$ cat config.mk
export PLATFORM = sky130hd
export DESIGN_NAME = msrv32_wb_stage
export DESIGN_NICKNAME = d
export VERILOG_FILES = /design/src/rtl/msrv32_wb_stage.sv
export SDC_FILE = /design/constraint.sdc
export NUM_CORES = 1
export LEC_CHECK = 0
export BUFFER_PORTS_ARGS = -buffer_cell sky130_fd_sc_hd__clkbuf_2
export CAP_MARGIN = 30
export CORE_ASPECT_RATIO = 1.4
export CORE_MARGIN = 2
export CORE_UTILIZATION = 45
export CTS_CLUSTER_SIZE = 40
export DETAILED_ROUTE_END_ITERATION = 8
export PLACE_DENSITY = 0.76
export SLEW_MARGIN = 40
export SYNTH_ARGS = -nofsm -noshare
export SYNTH_HDL_FRONTEND = slang
export SYNTH_SLANG_ARGS = --single-unit
$ cat constraint.sdc
create_clock -name ms_riscv32_mp_clk_in -period 2.8 [get_ports ms_riscv32_mp_clk_in]
set_input_delay 0.56 -clock ms_riscv32_mp_clk_in [delete_from_list [all_inputs] [get_ports ms_riscv32_mp_clk_in]]
set_output_delay 0.56 -clock ms_riscv32_mp_clk_in [all_outputs]
set_load 0.005 [all_outputs]
$ cat src/rtl/msrv32_wb_stage.sv
// rtl/msrv32_wb_stage.sv - execute-to-writeback stage: source select, load wait/align, regfile write port
// Registers the result with rd controls, waits on data memory for loads and drives the register file write.
module msrv32_wb_stage #(
  parameter int LOAD_TIMEOUT = 255
) (
  input  logic        ms_riscv32_mp_clk_in,
  input  logic        ms_riscv32_mp_rst_n_in,
  input  logic        ex_valid_in,
  output logic        ex_ready_out,
  input  logic        flush_in,
  input  logic [31:0] alu_result_in,
  input  logic [31:0] pc_plus4_in,
  input  logic [31:0] imm_in,
  input  logic [31:0] csr_data_in,
  input  logic [2:0]  wb_sel_in,
  input  logic [4:0]  rd_addr_in,
  input  logic        rf_we_in,
  input  logic [1:0]  load_size_in,
  input  logic        load_unsigned_in,
  input  logic        dmem_rvalid_in,
  input  logic [31:0] dmem_rdata_in,
  output logic        rf_we_out,
  output logic [4:0]  rf_rd_addr_out,
  output logic [31:0] rf_wr_data_out,
  output logic        load_busy_out,
  output logic        load_err_out
);

  typedef enum logic {RUN, LOAD_WAIT} state_t;

  state_t      state;
  logic        discard;
  logic [7:0]  cnt;
  logic [4:0]  ld_rd;
  logic        ld_we;
  logic [1:0]  ld_size;
  logic        ld_uns;
  logic [1:0]  ld_off;

  logic        handshake;
  logic        rvalid_live;
  logic        timeout;
  logic [31:0] sel_data;
  logic [31:0] shifted;
  logic [15:0] half_v;
  logic [31:0] load_data;

  assign ex_ready_out  = (state == RUN);
  assign load_busy_out = (state == LOAD_WAIT);
  assign handshake     = ex_valid_in & ex_ready_out;
  // An rvalid seen while discard is set answers an abandoned load and is never used.
  assign rvalid_live   = dmem_rvalid_in & ~discard;
  assign timeout       = (state == LOAD_WAIT) & ~flush_in & ~rvalid_live &
                         (cnt == 8'(LOAD_TIMEOUT));
  assign load_err_out  = timeout;

  always_comb begin
    sel_data = 32'h0;
    case (wb_sel_in)
      3'b000:  sel_data = alu_result_in;
      3'b010:  sel_data = pc_plus4_in;
      3'b011:  sel_data = imm_in;
      3'b100:  sel_data = csr_data_in;
      default: sel_data = 32'h0;
    endcase
  end

  assign shifted = dmem_rdata_in >> {ld_off, 3'b000};
  assign half_v  = ld_off[1] ? dmem_rdata_in[31:16] : dmem_rdata_in[15:0];

  always_comb begin
    load_data = dmem_rdata_in;
    case (ld_size)
      2'b00:   load_data = {{24{~ld_uns & shifted[7]}}, shifted[7:0]};
      2'b01:   load_data = {{16{~ld_uns & half_v[15]}}, half_v};
      default: load_data = dmem_rdata_in;
    endcase
  end

  always_ff @(posedge ms_riscv32_mp_clk_in or negedge ms_riscv32_mp_rst_n_in) begin
    if (!ms_riscv32_mp_rst_n_in) begin
      state          <= RUN;
      rf_we_out      <= 1'b0;
      rf_rd_addr_out <= 5'd0;
      rf_wr_data_out <= 32'h0;
      discard        <= 1'b0;
      cnt            <= 8'd0;
      ld_rd          <= 5'd0;
      ld_we          <= 1'b0;
      ld_size        <= 2'b00;
      ld_uns         <= 1'b0;
      ld_off         <= 2'b00;
    end else begin
      rf_we_out <= 1'b0;
      if (dmem_rvalid_in && discard)
        discard <= 1'b0;
      case (state)
        RUN: begin
          if (handshake && !flush_in) begin
            if (wb_sel_in == 3'b001) begin
              ld_rd   <= rd_addr_in;
              ld_we   <= rf_we_in;
              ld_size <= load_size_in;
              ld_uns  <= load_unsigned_in;
              ld_off  <= alu_result_in[1:0];
              cnt     <= 8'd1;
              state   <= LOAD_WAIT;
            end else begin
              rf_we_out      <= rf_we_in & (rd_addr_in != 5'd0);
              rf_rd_addr_out <= rd_addr_in;
              rf_wr_data_out <= sel_data;
            end
          end
        end
        LOAD_WAIT: begin
          cnt <= cnt + 8'd1;
          if (flush_in) begin
            state   <= RUN;
            discard <= ~rvalid_live;
          end else if (rvalid_live) begin
            rf_we_out      <= ld_we & (ld_rd != 5'd0);
            rf_rd_addr_out <= ld_rd;
            rf_wr_data_out <= load_data;
            state          <= RUN;
          end else if (timeout) begin
            discard <= 1'b1;
            state   <= RUN;
          end
        end
        default: state <= RUN;
      endcase
    end
  end

endmodule

-- Word-level counts from Yosys, hierarchy flattened
Index checks and enable logic that the tools add are counted.
- bits in registers: 59
- input bits: 177
- output and inout port bits: 41
- logic and storage cells: 80
- $add $sub $neg: 1
- eq/ne operators: 11
- shift-type cells: 1
- multiplexer cells: 32
- bitwise operators: 14
- reductions and logical operators: 10
- operators by type and width (operator ; number):
    32-bit two-way mux ; 4
    32-bit case mux with 2 select lines ; 2
    32-bit case mux with 4 select lines ; 1
    32-bit by 5-bit >> shifter with 8-bit output ; 1
    5-bit two-way mux ; 4
    16-bit two-way mux ; 1
    8-bit two-way mux ; 2
    8-bit case mux with 2 select lines ; 1
    1-bit two-way mux ; 14
    5-bit case mux with 2 select lines ; 1
    5-bit nonzero test ; 2
    1-bit bitwise AND ; 9
    8-bit by 1-bit adder with 8-bit output (second input constant) ; 1
    8-bit == test (second input constant) ; 1
    3-bit by 2-bit == test with 1-bit output (second input constant) ; 2
    2-bit by 1-bit inequality test with 1-bit output (second input constant) ; 3
    1-bit inverter ; 5
    2-bit inequality test (second input constant) ; 2
    1-bit case mux with 2 select lines ; 2
    4-bit AND reduction ; 1
    3-bit by 1-bit == test with 1-bit output (second input constant) ; 1
    3-bit == test (second input constant) ; 1
    3-bit zero test ; 1
    3-bit AND reduction ; 1
    other kinds (5) ; 6

-- Depth between registers and ports, before layout
- depth after elaboration: 9
- mapped depth: 7
- gate-level depth less buffers: 4

-- Worst setup path before layout
OpenSTA, ideal clock, no wires.
- path kind: input port to flip-flop
- from: input port wb_sel_in[0]
- to: register rf_wr_data_out[7]
- setup time: 126 ps
- arrival time: 1729 ps
- required time: 2674 ps
- slack: 945 ps
- stages on the path: 6
- buffers on the path: 2
- path through: buf_4 or3b_4 a21o_1 buf_2 and3_1 a221o_1
- longest elaborated chain between the ends: 5
- elaborated cells on any way between the ends: 11
- those cells by class: 5 x eq/ne; 4 x mux; 2 x reduce/logical
- RTL lines (item ; RTL line ; RTL):
    start, declared ; 15 ; input logic [2:0] wb_sel_in,
    3-bit == test, or another cell as far along ; 59 ; case (wb_sel_in)
    32-bit case mux with 4 select lines ; 59 ;
    32-bit two-way mux ; 100 ; if (wb_sel_in == 3'b001) begin
    32-bit two-way mux ; 99 ; if (handshake && !flush_in) begin
    32-bit case mux with 2 select lines ; 97 ; case (state)
    end signal, assigned ; 111 ; rf_wr_data_out <= sel_data;
    end signal, assigned ; 123 ; rf_wr_data_out <= load_data;
    end, declared ; 24 ; output logic [31:0] rf_wr_data_out,
Several ways; a longest one is shown, not always the timed one. The select of a mux whose other input is x is not followed.
A chain may end at the register's enable or synchronous reset.

-- Worst setup path after layout
- from: register state (netlist: load_busy_out)
- to: output port ex_ready_out
- longest elaborated chain between the ends: 1
- RTL lines (item ; RTL line ; RTL):
    start, declared ; 31 ; state_t state;
    start signal, assigned ; 82 ; state <= RUN;
    start signal, assigned ; 107 ; state <= LOAD_WAIT;
    start signal, assigned ; 118 ; state <= RUN;
    1-bit inverter (no line) ; -- ;
    end, declared ; 9 ; output logic ex_ready_out,
Every way passes these cells.

==> metrics.cfg <==
[status]
status=finished clean

[synthesis]
mappedNetlistNets=716
synth_top_area_share_pct=32.8
synth-warning-count=0
synth-main-ff-cell=dfrtp_1
sequential_share_of_the_synthesized_area_pct=32.8
proportion_of_synthesized_flip_flops_having_asynchronous_set_or_reset_pct=100
synth-edff-count=0
synthesis.area_um2=4510
mean_instance_size_in_the_synthesized_netlist_um2=8.38
synth_cell_type_count=54
netlist_instances=538
synth_area_leader_cell=dfrtp_1
yosys-top-cells-area=dfrtp_1, mux2i_1, nand2_1
yosys_register_bits=59

[critical_path]
cp.required_ns=2.24
start_kind=flip-flop
worstPathMaxFanout=28
slowest_cp_cell=dfrtp_1
endpoint_kind=output port
critPathArrivalTime_ns=1.79
path_cells=buf_4 > inv_1 > clkbuf_2
timing.critical_path.slowest_cell_delay_ns=0.67
critPathKind=reg2out

[routing]
detail_route.drc_violations=0
detail_route.wl_per_cell_um=18.5
drtIter0Drc=305
num_vias=5091
route.antenna.remaining_nets=0
avgViaCountPerCell=5.77
routed_wire_length_um=16300
first_pass_iters=4

[grt]
grt_remaining_overflow=0
wire_length_of_the_first_global_routing_pass_um=24800
number_of_global_route_vias_before_repair=4991
grt_start_max_net_pins=36
globalRouteTotalUtil_pct=29.9
grt_antenna_before_repair=0

[place]
gpl.final_weighted_congestion=0.923
placedInstanceArea_um2=5740
place_hpwl_um=13000
port-buffer-count=217

[sta]
timing.slew.headroom_pct=51.7
rsz0062_at_grt=no
report.final.hold_viol_count=0
finalSetupViolations=0
timing.final.max_slew_violations=0
final.setup.tns_ns=0
fmaxAchievable_mhz=425
fin_crit_share_pct=84.0
transition_time_at_the_pin_with_the_least_slew_margin_ns=0.724
fin_hold_ws_ns=0.270
final_period_minus_worst_setup_slack_ns=2.35
finalClockSkew_ns=0.00548

[die]
die_width_um=88.6
rows=43
initial_core_util_pct=45.8
die_height_um=122
top_level_port_count=218
design.core.area_um2=9850
design.die.area_um2=10800

[power_and_ir_drop]
power.static_leakage_uw=0.00302
power.switching_fraction_pct=34.5
power_density_nw_per_um2=518
internal_power_uw=2040
share_clk_of_total_power_pct=32.4
sequentialPowerShare_pct=37.2
peakVddDrop_v=0.000363
switching_power_uw=1070
p_comb_share_pct=30.4

[cts]
max-clock-path-buffers=2
cts-root-buf=clkbuf_16
worst_skew_pair.late_latency_ns=0.34
cts_max_level=3
postCtsSetupRepairBufs=0
number_of_gates_resized_after_cts=0
numClockSinks=59
cts_hold_buffers=0
clk_pin_slew_ns=0.05
tritoncts=built
cts_buffers=9

[final_layout]
antenna-diode-count=0
final_common_cell=clkbuf_2
final_cell_mix=clkbuf_2, nand2_1, dfrtp_1, mux2i_1, a21oi_1
flow.area_growth_from_synthesis_pct=33.2
fin_util_pct=61.0
finish.instance_area_um2=6010
final_layout_size_suffix_gt1_share_pct=34.9
design.final.nets=920

[job]
cap_viol_max_count=0

[worst_hold_path]
timing.hold.worst.class=in2async

power by group through the flow:
stage | sequential (uW) | clock (uW) | combinational, uW
floorplan | 1110 | 0 | 566
global placement | 1160 | 0 | 923
detailed placement | 1170 | 0 | 942
CTS | 1150 | 1030 | 946
global route | 1180 | 1050 | 1050
finish | 1160 | 1010 | 944
kinds of logic after synthesis:
group,count (synthesis),synth area share (%)
buffers and inverters,53,5.25
muxes,47,10.4
adders and majority gates,1,0.278
DFF,59,32.8
AOI/OAI and AO/OA,166,25.2
and+or+nand+nor,212,26.1
cell type report:
| class | instances | area, um2 |
|---|---|---|
| fill | 906 | 3840 |
| multi-input combinational | 426 | 2800 |
| sequential | 59 | 1480 |
| timing repair buffer | 237 | 1260 |
| clock buffer | 9 | 225 |
| tap | 135 | 169 |
| clock inverter | 7 | 45.0 |
| inverter | 9 | 33.8 |
sequential cells by signal (all words and copies together), names as in the netlist, 2 cells and up:
| register | count |
|---|---|
| ld_off | 2 |
| rf_wr_data_out | 32 |
| ld_rd | 5 |
| cnt | 8 |
| ld_size | 2 |
| rf_rd_addr_out | 5 |
stage by stage:
stage | cells | setup slack, ns | power (uW)
floorplan | 538 | 0.945 | 1680
global placement | 866 | 0.650 | 2090
detailed placement | 866 | 0.563 | 2110
CTS | 882 | 0.450 | 3130
global route | 882 | 0.357 | 3280
finish | 882 | 0.449 | 3110
critical path, delay by kind of cell (launching register included):
family                 cells  cell delay, ns
buffers and inverters      3            0.77
flip-flops                 1            0.67
routing by layer:
layer	routed length (um)	GRT usage, %	vias up
li1	-	-	2427
met1	6470	36.3	2398
met2	8000	49.7	225
met3	1290	7.94	41
met4	574	12.3	0
met5	0	0	-
cells in the mapped netlist, drive strengths merged (13+ instances only):
master and count:
a21oi 35, a31oi 13, and2 22, buf 29, clkbuf 15, dfrtp 59
mux2i 47, nand2 63, nand2b 15, nand3 14, nor2 32, o21ai 22
o22ai 16, o31ai 24
worst paths after layout:
kind                                                  startpoint                        endpoint  slack (ns)  cells after the start
setup / recovery                         load_busy_out$_DFF_PN0_                    ex_ready_out        0.45                      3
hold / removal                            ms_riscv32_mp_rst_n_in            ld_rd[3]$_DFFE_PN0P_        0.27                      1
setup reg to reg                         load_busy_out$_DFF_PN0_  rf_wr_data_out[17]$_DFFE_PN0P_        0.62                      5
hold reg to reg                    rf_rd_addr_out[0]$_DFFE_PN0P_   rf_rd_addr_out[0]$_DFFE_PN0P_        0.48                      2
max in group asynchronous                 ms_riscv32_mp_rst_n_in  rf_wr_data_out[12]$_DFFE_PN0P_        1.90                      2
min in group ms_riscv32_mp_clk_in               load_unsigned_in              ld_uns$_DFFE_PN0P_        0.42                      3
No activity file was read; power rests on OpenSTA's default activity.
